<file path="src/rtl/mips_debug_ctrl.sv">
// mips_debug_ctrl: debug-side run/halt/step controller for the MIPS_DLX core.
// Decodes UART command bytes, drives the core enable, snapshots debug state
// when the core stops and streams it out as a byte frame.
// Optional feature macro: DEBUG_CYCLE_COUNT_EN
//   defined   -> 32-bit enabled-cycle counter, 7-byte frame
//                (hdr, count[31:0] MSB first, {zero,5'b0,dbg[9:8]}, dbg[7:0])
//   undefined -> no counter, 3-byte frame (hdr, {zero,5'b0,dbg[9:8]}, dbg[7:0])
module mips_debug_ctrl #(
  parameter logic [7:0] CMD_RUN   = 8'h63,
  parameter logic [7:0] CMD_STEP  = 8'h73,
  parameter logic [7:0] CMD_HALT  = 8'h68,
  parameter logic [7:0] FRAME_HDR = 8'hA5
) (
  input  logic       clock,
  input  logic       reset,
  input  logic [7:0] rx_data,
  input  logic       rx_valid,
  input  logic [9:0] debug_signal,
  input  logic       zero,
  output logic       enable,
  output logic       halted,
  output logic [7:0] tx_data,
  output logic       tx_valid,
  input  logic       tx_ready
);

  localparam logic [2:0] ST_HALT = 3'd0;
  localparam logic [2:0] ST_RUN  = 3'd1;
  localparam logic [2:0] ST_STEP = 3'd2;
  localparam logic [2:0] ST_SNAP = 3'd3;
  localparam logic [2:0] ST_SEND = 3'd4;

`ifdef DEBUG_CYCLE_COUNT_EN
  localparam int FRAME_LEN = 7;
`else
  localparam int FRAME_LEN = 3;
`endif
  localparam int IDX_W = $clog2(FRAME_LEN);
  localparam logic [IDX_W-1:0] LAST_IDX = IDX_W'(FRAME_LEN - 1);

  logic [2:0]             state_reg;
  logic [2:0]             state_next;
  logic                   enable_reg;
  logic                   halted_reg;
  logic                   tx_valid_reg;
  logic [7:0]             tx_data_reg;
  logic [IDX_W-1:0]       idx_reg;
  logic [IDX_W-1:0]       idx_next;
  logic                   tx_fire;
  logic                   last_fire;
  logic                   is_run;
  logic                   is_step;
  logic                   is_halt;
  logic [FRAME_LEN*8-1:0] snap_word;
  logic [7:0]             snap_bytes [FRAME_LEN];
  logic [7:0]             frame_reg  [FRAME_LEN];

  // Command decode; only meaningful on a receive strobe.
  assign is_run  = rx_valid && (rx_data == CMD_RUN);
  assign is_step = rx_valid && (rx_data == CMD_STEP);
  assign is_halt = rx_valid && (rx_data == CMD_HALT);

  assign tx_fire   = tx_valid_reg && tx_ready;
  assign last_fire = tx_fire && (idx_reg == LAST_IDX);
  assign idx_next  = idx_reg + IDX_W'(1);

`ifdef DEBUG_CYCLE_COUNT_EN
  logic [31:0] count_reg;

  // Enabled-cycle counter: counts every cycle the core is enabled, wraps
  // naturally, and is only cleared by reset (never by a frame dump).
  always_ff @(posedge clock) begin
    if (reset) begin
      count_reg <= 32'd0;
    end else if (enable_reg) begin
      count_reg <= count_reg + 32'd1;
    end
  end

  assign snap_word = {FRAME_HDR, count_reg, zero, 5'b0, debug_signal};
`else
  assign snap_word = {FRAME_HDR, zero, 5'b0, debug_signal};
`endif

  // Split the snapshot word into frame bytes, first byte in the MSBs.
  genvar gi;
  generate
    for (gi = 0; gi < FRAME_LEN; gi++) begin : g_snap_bytes
      assign snap_bytes[gi] = snap_word[8*(FRAME_LEN-1-gi) +: 8];
    end
  endgenerate

  // Next-state logic; commands are only looked at in HALT and RUN, so any
  // strobe arriving during STEP, SNAP or SEND is silently dropped.
  always_comb begin
    state_next = state_reg;
    case (state_reg)
      ST_HALT: begin
        if (is_run) begin
          state_next = ST_RUN;
        end else if (is_step) begin
          state_next = ST_STEP;
        end else if (is_halt) begin
          state_next = ST_SNAP;
        end
      end
      ST_RUN: begin
        if (is_halt) begin
          state_next = ST_SNAP;
        end
      end
      ST_STEP: state_next = ST_SNAP;
      ST_SNAP: state_next = ST_SEND;
      ST_SEND: begin
        if (last_fire) begin
          state_next = ST_HALT;
        end
      end
      default: state_next = ST_HALT;
    endcase
  end

  // State register plus registered enable/halted decoded from the next state,
  // so both outputs come straight from flops and line up with the state.
  always_ff @(posedge clock) begin
    if (reset) begin
      state_reg  <= ST_HALT;
      enable_reg <= 1'b0;
      halted_reg <= 1'b1;
    end else begin
      state_reg  <= state_next;
      enable_reg <= (state_next == ST_RUN) || (state_next == ST_STEP);
      halted_reg <= (state_next == ST_HALT);
    end
  end

  // Frame capture: the whole snapshot is frozen in SNAP so later core
  // activity cannot corrupt a frame that is still being sent.
  always_ff @(posedge clock) begin
    if (state_reg == ST_SNAP) begin
      for (int i = 0; i < FRAME_LEN; i++) begin
        frame_reg[i] <= snap_bytes[i];
      end
    end
  end

  // Transmit side: byte 0 is loaded straight from the snapshot so tx_valid
  // rises the cycle after SNAP; tx_data only moves on an accepted transfer.
  always_ff @(posedge clock) begin
    if (reset) begin
      tx_valid_reg <= 1'b0;
      tx_data_reg  <= 8'h00;
      idx_reg      <= '0;
    end else if (state_reg == ST_SNAP) begin
      tx_valid_reg <= 1'b1;
      tx_data_reg  <= snap_bytes[0];
      idx_reg      <= '0;
    end else if (tx_fire) begin
      if (idx_reg == LAST_IDX) begin
        tx_valid_reg <= 1'b0;
        idx_reg      <= '0;
      end else begin
        tx_data_reg <= frame_reg[idx_next];
        idx_reg     <= idx_next;
      end
    end
  end

  assign enable   = enable_reg;
  assign halted   = halted_reg;
  assign tx_valid = tx_valid_reg;
  assign tx_data  = tx_data_reg;

endmodule

</file>
<file path="config.mk">
export PLATFORM = sky130hd
export DESIGN_NAME = mips_debug_ctrl
export DESIGN_NICKNAME = d
export VERILOG_FILES = /design/src/rtl/mips_debug_ctrl.sv
export SDC_FILE = /design/constraint.sdc
export NUM_CORES = 1
export LEC_CHECK = 0
export CAP_MARGIN = 20
export CORE_MARGIN = 2
export CORE_UTILIZATION = 35
export DETAILED_ROUTE_END_ITERATION = 12
export PLACE_DENSITY_LB_ADDON = 0.15
export SETUP_SLACK_MARGIN = 0.05
export SYNTH_ARGS = -nofsm -noshare
export SYNTH_HDL_FRONTEND = slang
export SYNTH_SLANG_ARGS = --single-unit
</file>
<file path="constraint.sdc">
create_clock -name clock -period 1.85 [get_ports clock]
set_input_delay 0.37 -clock clock [delete_from_list [all_inputs] [get_ports clock]]
set_output_delay 0.37 -clock clock [all_outputs]
set_load 0.05 [all_outputs]
</file>
# == Word-level counts from Yosys, hierarchy flattened ==
# Memories as Yosys holds them, arrays and structs flattened.
# Cells that the tools add are included.
# totals
register_bits,16
latchBits,0
ram_bits,24
mem_bits_ro,0
elab_cells,49
memories,1
# op_classes
add_sub_neg,1
multipliers,0
n_div,0
magnitude_cmp,0
eq_ne,11
shifts,0
n_mux,14
n_bitwise,1
n_reduce_logical,14
# memory_table
memory,words,width,rd,rd_ports_with_merged_regs,wr,line,rtl
frame_reg,3,8,1,0,3,56,logic [7:0] frame_reg [FRAME_LEN];
# op_table
operator,count
$eq A8 B7 Y1 const B,3
$mux W8,3
$pmux W3 S5,1
$mux W3,4
$eq A3 B2 Y1 const B,3
$eq A3 B1 Y1 const B,2
$logic_not A3 Y1,2
$reduce_and A2 Y1,3
$logic_and A1 B1 Y1,5
$mux W1,5
$reduce_bool A2 Y1,2
$eq A3 B3 Y1 const B,1
$add A2 B1 Y2 const B,1
$eq A2 B2 Y1 const B,1
$mux W2,1
$ne A2 B2 Y1 const B,1
$reduce_or A2 Y1,1
$logic_or A1 B1 Y1,1
$not A1 Y1,1

# == Logic depth before layout (Yosys ltp) ==
# Gate-level depths: netlist of the first run.
# depth
depth_word,8
ltp_mapped,6

# == Least setup slack after synthesis of the first run ==
# Ideal clock, no wire load.
# synth_timing
path_type,register -> register
start,reg tx_valid_reg (netlist: tx_valid)
end,reg tx_data_reg[1] (netlist: tx_data[1])
setup_time_ns,0.123
arrival_time_ns,1.546
t_required_ns,1.727
slack_ns,0.181
path_stages_with_launch,6
path_buffers,1
synth_period_minus_slack_ns,1.669
path_cell_list,dfxtp_1 > nand2_1 > or2_2 > clkbuf_1 > a221oi_1 > nor3_1
# synth_between
elab_chain_cells,2
# synth_rtl
item,line,rtl
start: declaration,45,logic tx_valid_reg;
start signal: assignment,151,tx_valid_reg <= 1'b0;
start signal: assignment,155,tx_valid_reg <= 1'b1;
start signal: assignment,160,tx_valid_reg <= 1'b0;
$logic_and A1 B1 Y1,63,assign tx_fire = tx_valid_reg && tx_ready;
$reduce_and A2 Y1 (no line),--,
end signal: assignment,156,tx_data_reg <= snap_bytes[0];
end signal: assignment,163,tx_data_reg <= frame_reg[idx_next];
end: declaration,46,logic [7:0] tx_data_reg;
# No other way between the ends.
# A chain may end at the register's enable or synchronous reset.

# == Final worst setup path of the first run ==
# layout_timing
start,in rx_data[5]
end,reg halted_reg (netlist: halted)
# layout_between
elab_chain_cells,7
elab_cells_between_ends,11
cone_classes,3 x eq/ne; 4 x mux; 4 x reduce/logical
# layout_rtl
item,line,rtl
start: declaration,16,"input logic [7:0] rx_data,"
$eq A8 B7 Y1,61,assign is_halt = rx_valid && (rx_data == CMD_HALT);
$logic_and A1 B1 Y1,61,
$mux W3,"103, 108",
$mux W3,101,end else if (is_step) begin
$mux W3,99,if (is_run) begin
$pmux W3 S5 (*),97,case (state_reg)
$logic_not A3 Y1 (*),133,halted_reg <= (state_next == ST_HALT);
end signal: assignment,133,
end: declaration,44,logic halted_reg;
# Every way passes the cells marked *; elsewhere a longest branch is shown, timed or not.

==> results.md, run 1 <==
- Post-CTS Hold Fix Bufs: 0
- CP cell instances: clkdlybuf4s50_1 -> nor3b_1 -> nand3_1 -> o31ai_1 -> nand2_1 -> a31o_2
- # fillers: 297
- Commonest register cell after synthesis: dfxtp_1
- Setup repair after global routing missed its margin: false
- Top Family by Delay on Critical Path: compound AO/OA/AOI/OAI gates
- CTS tree: built
- Most frequent cell after synthesis: dfxtp_1
- Post-layout util: 50.6%
- Run status: complete, no violations
- Netlist Area Pre-Place: 0.00110 sq mm
- Total wire length: 2140 um
- Yosys cell types: 28
- FF-to-FF setup slack: 0.27 ns
- Mean Syn Cell Area: 10.6 sq um
- Yosys top cell by area: edfxtp_1
- Vias in the first global route: 783
- Number of synthesized flops with an enable pin: 11
- Grt ovf: 0
- Post-Place Cells: 185
- Die Span X: 60.1 um
- Longest Clk Path Bufs: 2
- Fmax achieved: 0.620 GHz
- N_diodes: 0
- Power Total: 0.936 mW
- # DRC: 0
- Top cell type's share of synthesized area: 30.0%
- Critical Path Source Type: primary input
- Setup Buffers After CTS: 0
- Final WS setup: 0.236 ns
- First-pass GRT wire length: 3370 um
- Async set-reset flop share out of synthesis: 0%
- Via count: 885
- Die area: 0.00361 sq mm
- Max_cap viols: 0
- CP Buf/Inv Count: 1
- Minimum clock period: 1.61 ns
- Layout cells sized above 1: 20.7%
- WHS: 0.464 ns
- Antenna Nets Post-Route: 0
- Final period util: 87.2%
- Final setup viols: 0
- Final Hold Violating Endpoints: 0
- Sequential area share after synthesis: 59.2%
- Headroom to the max-slew limit: 68.0%
- Core area: 0.00303 sq mm
- Ys Warns: 0
- Slew @ Worst Pin: 0.482 ns
- Root Driver: clkbuf_4
- Nets: 172
- CTS Sinks: 27
- Required time worst endpoint: 2.06 ns
- Arr. time, crit path: 1.83 ns
- CTS buffer count: 3
- Worst-path clk slew: 0.14 ns
- Pwr Density: 611 mW/mm^2
- Maximum fanout along the worst path: 2
- Biggest cell delay along the critical path: 0.45 ns
- Wire per inst: 11.3 um
- Post-DR vias/cell: 4.68
- DRT Pass-1 Iters: 4
- Initial antenna violation count: 0
- Post-Synthesis Cells: 104
- Setup slack at placement: -0.139 ns
- CTS resizes: 1
- Mapped Nets: 130
- Worst min-delay path category: reg2reg
- Starting Density: 36.3%
- # rows: 20
- I/O Buffers: 33
- WS Path Type: in2reg
- IO Count: 34
- Peak VDD IR: 0.303 mV
- Tot GR Track Use: 12.5%
- Main area contributors after synthesis: edfxtp_1, dfxtp_1, nand2_1
- H-Tree Depth: 1
- Die Height: 60.1 um
- Largest net degree at the start of global routing: 16
- Clk_skew: 0.0109 ns
- Skew-Pair Late Insertion Delay: 0.32 ns
- Pleak: 0.541 nW
- Synth cell count leaders: dfxtp_1, nand2_1, edfxtp_1
- Slew Limit Fails: 0
- Synth Register Bits: 27
- Slowest cell on crit path: clkdlybuf4s50_1
- Drt first-iter violations: 17
- Area grow syn2layout: 39.4%
- DP HPWL: 1680 um
- Final Wtd Congestion: 0.750
- CP endpoint kind: flip-flop
- Fin cells: 189
- Max FFs per register: 11
==> cell families (layout without fill, tap and decap cells) <==
family	Yosys count	count (layout)	share of synthesized area (%)
buffers and inverters	6	47	2.05
adder cells (fa/ha/maj)	3	3	3.41
AND/OR/NAND/NOR	45	45	21.2
multiplexers	1	1	0.910
flip-flops	27	27	59.2
AO/OA/AOI/OAI	22	22	13.3
==> area by class of cell <==
type	count	area, sq um	area share, %
flip-flops and latches	27	651	42.4
multi-input cells	71	432	28.2
repair buffers	40	357	23.3
well taps	44	55.1	3.59
clock buffers	3	22.5	1.47
inverters	3	11.3	0.735
clock inverters	1	5.00	0.327
==> where the power goes <==
group          switching (mW)  total (mW)  internal, mW
registers            0.000507       0.620         0.619
logic                  0.0219      0.0733        0.0514
clock network           0.162       0.243        0.0808
==> placed cells by master (no fill, tap or decap), types with 2 or more instances in the layout <==
cell and n:
a211oi_1 2, a21oi_1 8, a31oi_1 3, buf_4 17
clkbuf_4 3, clkdlybuf4s50_1 22, dfxtp_1 16, edfxtp_1 11
ha_1 2, inv_1 3, nand2_1 14, nand2b_1 4
nand3_1 8, nor2_1 7, nor3_1 3, nor3b_1 2
o311ai_0 2, or2_2 2
==> worst reg2reg max path: cells and delay by family, from the launching register on <==
kind | cells | cell delay (ns)
buffers and inverters | 1 | 0.11
and+or+nand+nor | 2 | 0.45
AOI/OAI and AO/OA | 1 | 0.23
DFF | 1 | 0.44
adders and majority gates | 1 | 0.25
==> worst paths after layout <==
check | from | endpoint | depth (start not counted)
max reg2reg | idx_reg[0]$_SDFFE_PP0N_ | tx_data[1]$_SDFFE_PP0P_ | 5
max | rx_data[5] | halted$_SDFF_PP1_ | 6
min reg2reg | tx_data[4]$_SDFFE_PP0P_ | tx_data[4]$_SDFFE_PP0P_ | 2
min | tx_data[4]$_SDFFE_PP0P_ | tx_data[4]$_SDFFE_PP0P_ | 2
==> per-stage QoR <==
| step | TNS [ns] | cell area (sq um) |
|---|---|---|
| after floorplan | 0 | 1100 |
| after global placement | -0.0587 | 1500 |
| after global routing | 0 | 1530 |
| after CTS | 0 | 1530 |
| after detailed placement | -0.222 | 1500 |
| final | 0 | 1530 |
==> routing by layer <==
metal	track usage [%]	vias up	part of all wire [%]
met4	4.76	0	0.94
li1	-	457	-
met2	21.1	22	49
met3	1.95	2	5.5
met5	0	-	0
met1	16.0	404	44
(Power assumes the default switching activity.)
==> run 2, diff against run 1 <==
--- a/config.mk
+++ b/config.mk
@@ -7,7 +7,7 @@
 export LEC_CHECK = 0
 export CAP_MARGIN = 20
 export CORE_MARGIN = 2
-export CORE_UTILIZATION = 35
+export CORE_UTILIZATION = 45
 export DETAILED_ROUTE_END_ITERATION = 12
 export PLACE_DENSITY_LB_ADDON = 0.15
 export SETUP_SLACK_MARGIN = 0.05
==> results.md, run 2 (synthesized netlist as in run 1, its figures left out) <==
- Final Hold Violating Endpoints: 0 (unchanged)
- WL met1: 988 um (was 947 um)
- Largest net degree at the start of global routing: 17 (was 16)
- # DRC: 0 (unchanged)
- IO Count: 34 (unchanged)
- CTS buffer count: 3 (unchanged)
- Critical Path Source Type: flip-flop (was primary input)
- Skew-Pair Late Insertion Delay: 0.32 ns (about the same)
- Post-DR vias/cell: 5.24 (was 4.68)
- Commonest non-fill, non-tap cell in the layout: clkdlybuf4s50_1 (unchanged)
- Grt ovf: 0 (unchanged)
- Worst-path clk slew: 0.15 ns (was 0.14 ns)
- Final Wtd Congestion: 0.756 (was 0.750)
- CTS Sinks: 27 (unchanged)
- Top Family by Delay on Critical Path: flip-flops (was compound AO/OA/AOI/OAI gates)
- Worst min-delay path category: reg2reg (unchanged)
- H-Tree Depth: 1 (unchanged)
- Slew Limit Fails: 0 (unchanged)
- DP Area: 0.00147 sq mm (was 0.00150 sq mm)
- Vias in the first global route: 812 (was 783)
- Slowest cell on crit path: dfxtp_1 (was clkdlybuf4s50_1)
- Final WS setup: 0.191 ns (was 0.236 ns)
- Clk_skew: 0.00904 ns (was 0.0109 ns)
- # fillers: 190 (was 297)
- First-pass GRT wire length: 3480 um (was 3370 um)
- WHS Path Cells: 2 (unchanged)
- R2R cell count: 5 (unchanged)
- Most frequent cells in the layout: clkdlybuf4s50_1, dfxtp_1, buf_4 (was clkdlybuf4s50_1, buf_4, dfxtp_1)
- WS Path Type: reg2reg (was in2reg)
- Wire per inst: 12.8 um (was 11.3 um)
- Worst hold path endpoint: tx_data[6]$_SDFFE_PP0P_ (was tx_data[4]$_SDFFE_PP0P_)
- I/O Buffers: 33 (unchanged)
- Setup slack at placement: -0.129 ns (was -0.139 ns)
- Finished layout cell area: 0.00151 sq mm (was 0.00153 sq mm)
- Area grow syn2layout: 36.9% (was 39.4%)
- Peak VDD IR: 0.517 mV (was 0.303 mV)
- Pleak: 0.533 nW (was 0.541 nW)
- Headroom to the max-slew limit: 67.7% (was 68.0%)
- Die Span X: 53.4 um (was 60.1 um)
- Pwr Density: 628 mW/mm^2 (was 611 mW/mm^2)
- Hold Path Origin: tx_data[6]$_SDFFE_PP0P_ (was tx_data[4]$_SDFFE_PP0P_)
- CP endpoint kind: flip-flop (unchanged)
- Via count: 901 (was 885)
- Max_cap viols: 0 (unchanged)
- Required time worst endpoint: 2.07 ns (was 2.06 ns)
- Fmax achieved: 0.603 GHz (was 0.620 GHz)
- Routed wl met3: 100 um (was 117 um)
- Setup_tns: 0 ns (unchanged)
- CP cell instances: inv_1 -> ha_1 -> or2_2 -> a221oi_1 -> nor3_1 (was clkdlybuf4s50_1 -> nor3b_1 -> nand3_1 -> o31ai_1 -> nand2_1 -> a31o_2)
- Longest Clk Path Bufs: 2 (unchanged)
- Post-layout util: 66.8% (was 50.6%)
- Layout cells sized above 1: 19.4% (was 20.7%)
- Root Driver: clkbuf_4 (unchanged)
- CTS tree: built (unchanged)
- FF+latch area: 651 sq um (unchanged)
- Initial antenna violation count: 0 (unchanged)
- Metal2 WL: 1070 um (was 1050 um)
- Biggest cell delay along the critical path: 0.46 ns (was 0.45 ns)
- Maximum fanout along the worst path: 6 (was 2)
- Core area: 0.00225 sq mm (was 0.00303 sq mm)
- Nets: 171 (was 172)
- Minimum clock period: 1.66 ns (was 1.61 ns)
- Setup repair after global routing missed its margin: false (unchanged)
- N_diodes: 0 (unchanged)
- Slew @ Worst Pin: 0.487 ns (was 0.482 ns)
- Setup Buffers After CTS: 0 (unchanged)
- Arr. time, crit path: 1.88 ns (was 1.83 ns)
- Tot GR Track Use: 17.4% (was 12.5%)
- FF-to-FF End: tx_data[1]$_SDFFE_PP0P_ (unchanged)
- Max Used Layer: met4 (unchanged)
- # rows: 17 (was 20)
- DP HPWL: 1670 um (was 1680 um)
- Reg2reg start: idx_reg[0]$_SDFFE_PP0N_ (unchanged)
- Multi-input logic area: 429 sq um (was 432 sq um)
- Starting Density: 48.8% (was 36.3%)
- Final setup viols: 0 (unchanged)
- Antenna Nets Post-Route: 0 (unchanged)
- FF-to-FF setup slack: 0.19 ns (was 0.27 ns)
- Drt first-iter violations: 7 (was 17)
- Die area: 0.00286 sq mm (was 0.00361 sq mm)
- Max FFs per register: 11 (unchanged)
- CP Buf/Inv Count: 1 (unchanged)
- Final period util: 89.7% (was 87.2%)
- Run status: complete, no violations (unchanged)
- Total wire length: 2200 um (was 2140 um)
- Die Height: 53.4 um (was 60.1 um)
- DRT Pass-1 Iters: 4 (unchanged)
[run 2: cell count changes in the layout (fill, tap and decap cells not counted)]
cell	previous run	this run
nor2_2	1	0
nor2_1	7	8
clkinv_2	1	0
buf_4	17	16
clkinvlp_4	0	1
[run 2: area by class of cell]
| cell class | instances | share of cell area [%] |
|---|---|---|
| inverter | 3 | 0.748 |
| tap | 28 | 2.33 |
| clock buffer | 3 | 1.50 |
| clock inverter | 1 | 0.499 |
| sequential | 27 | 43.2 |
| multi-input combinational | 71 | 28.5 |
| timing repair buffer | 39 | 23.2 |
[run 2: power by group]
group          switching, mW  internal, mW  leakage (nW)
Sequential          0.000624         0.619         0.228
Combinational         0.0217        0.0516         0.291
Clock                  0.169        0.0824        0.0139
Total                  0.191         0.753         0.533
[run 2: per-stage QoR]
step	hold slack, ns	power [mW]	instances
final	0.466	0.945	172
after global routing	0.500	0.986	172
after global placement	0.442	0.705	168
after floorplan	0.453	0.650	104
after CTS	0.470	0.955	172
after detailed placement	0.449	0.706	168
[run 2: worst max-delay path by stage]
stage / startpoint / endpoint / slack (ns) / cells past startpoint
after floorplan: tx_valid$_SDFFE_PP0P_ / tx_data[1]$_SDFFE_PP0P_ / 0.18 / 5
after global placement: rx_data[1] / enable$_SDFF_PP0_ / -0.02 / 6
after detailed placement: rx_data[5] / halted$_SDFF_PP1_ / -0.13 / 6
after CTS: idx_reg[0]$_SDFFE_PP0N_ / tx_data[0]$_SDFFE_PP0P_ / 0.16 / 4
after global routing: idx_reg[0]$_SDFFE_PP0N_ / tx_data[5]$_SDFFE_PP0P_ / 0.06 / 6
final: idx_reg[0]$_SDFFE_PP0N_ / tx_data[1]$_SDFFE_PP0P_ / 0.19 / 5
[run 2: what timing repair did]
item,CTS,global route
endpoints found under the hold margin,0,0
gates resized for setup,1,1
hold buffers,0,0
cloned,0,0
endpoints found under the setup margin,1,3
[run 2: worst reg2reg max path, stage by stage (launching register included)]
cell and delay, ns:
dfxtp_1 0.46, inv_1 0.12, ha_1 0.25, or2_2 0.37, a221oi_1 0.30, nor3_1 0.07
[run 2: per-layer routing]
layer	up-vias	global-route usage [%]
li1	455	-
met1	419	22.6
met2	23	27.8
met3	4	3.67
met4	0	7.26
met5	-	0
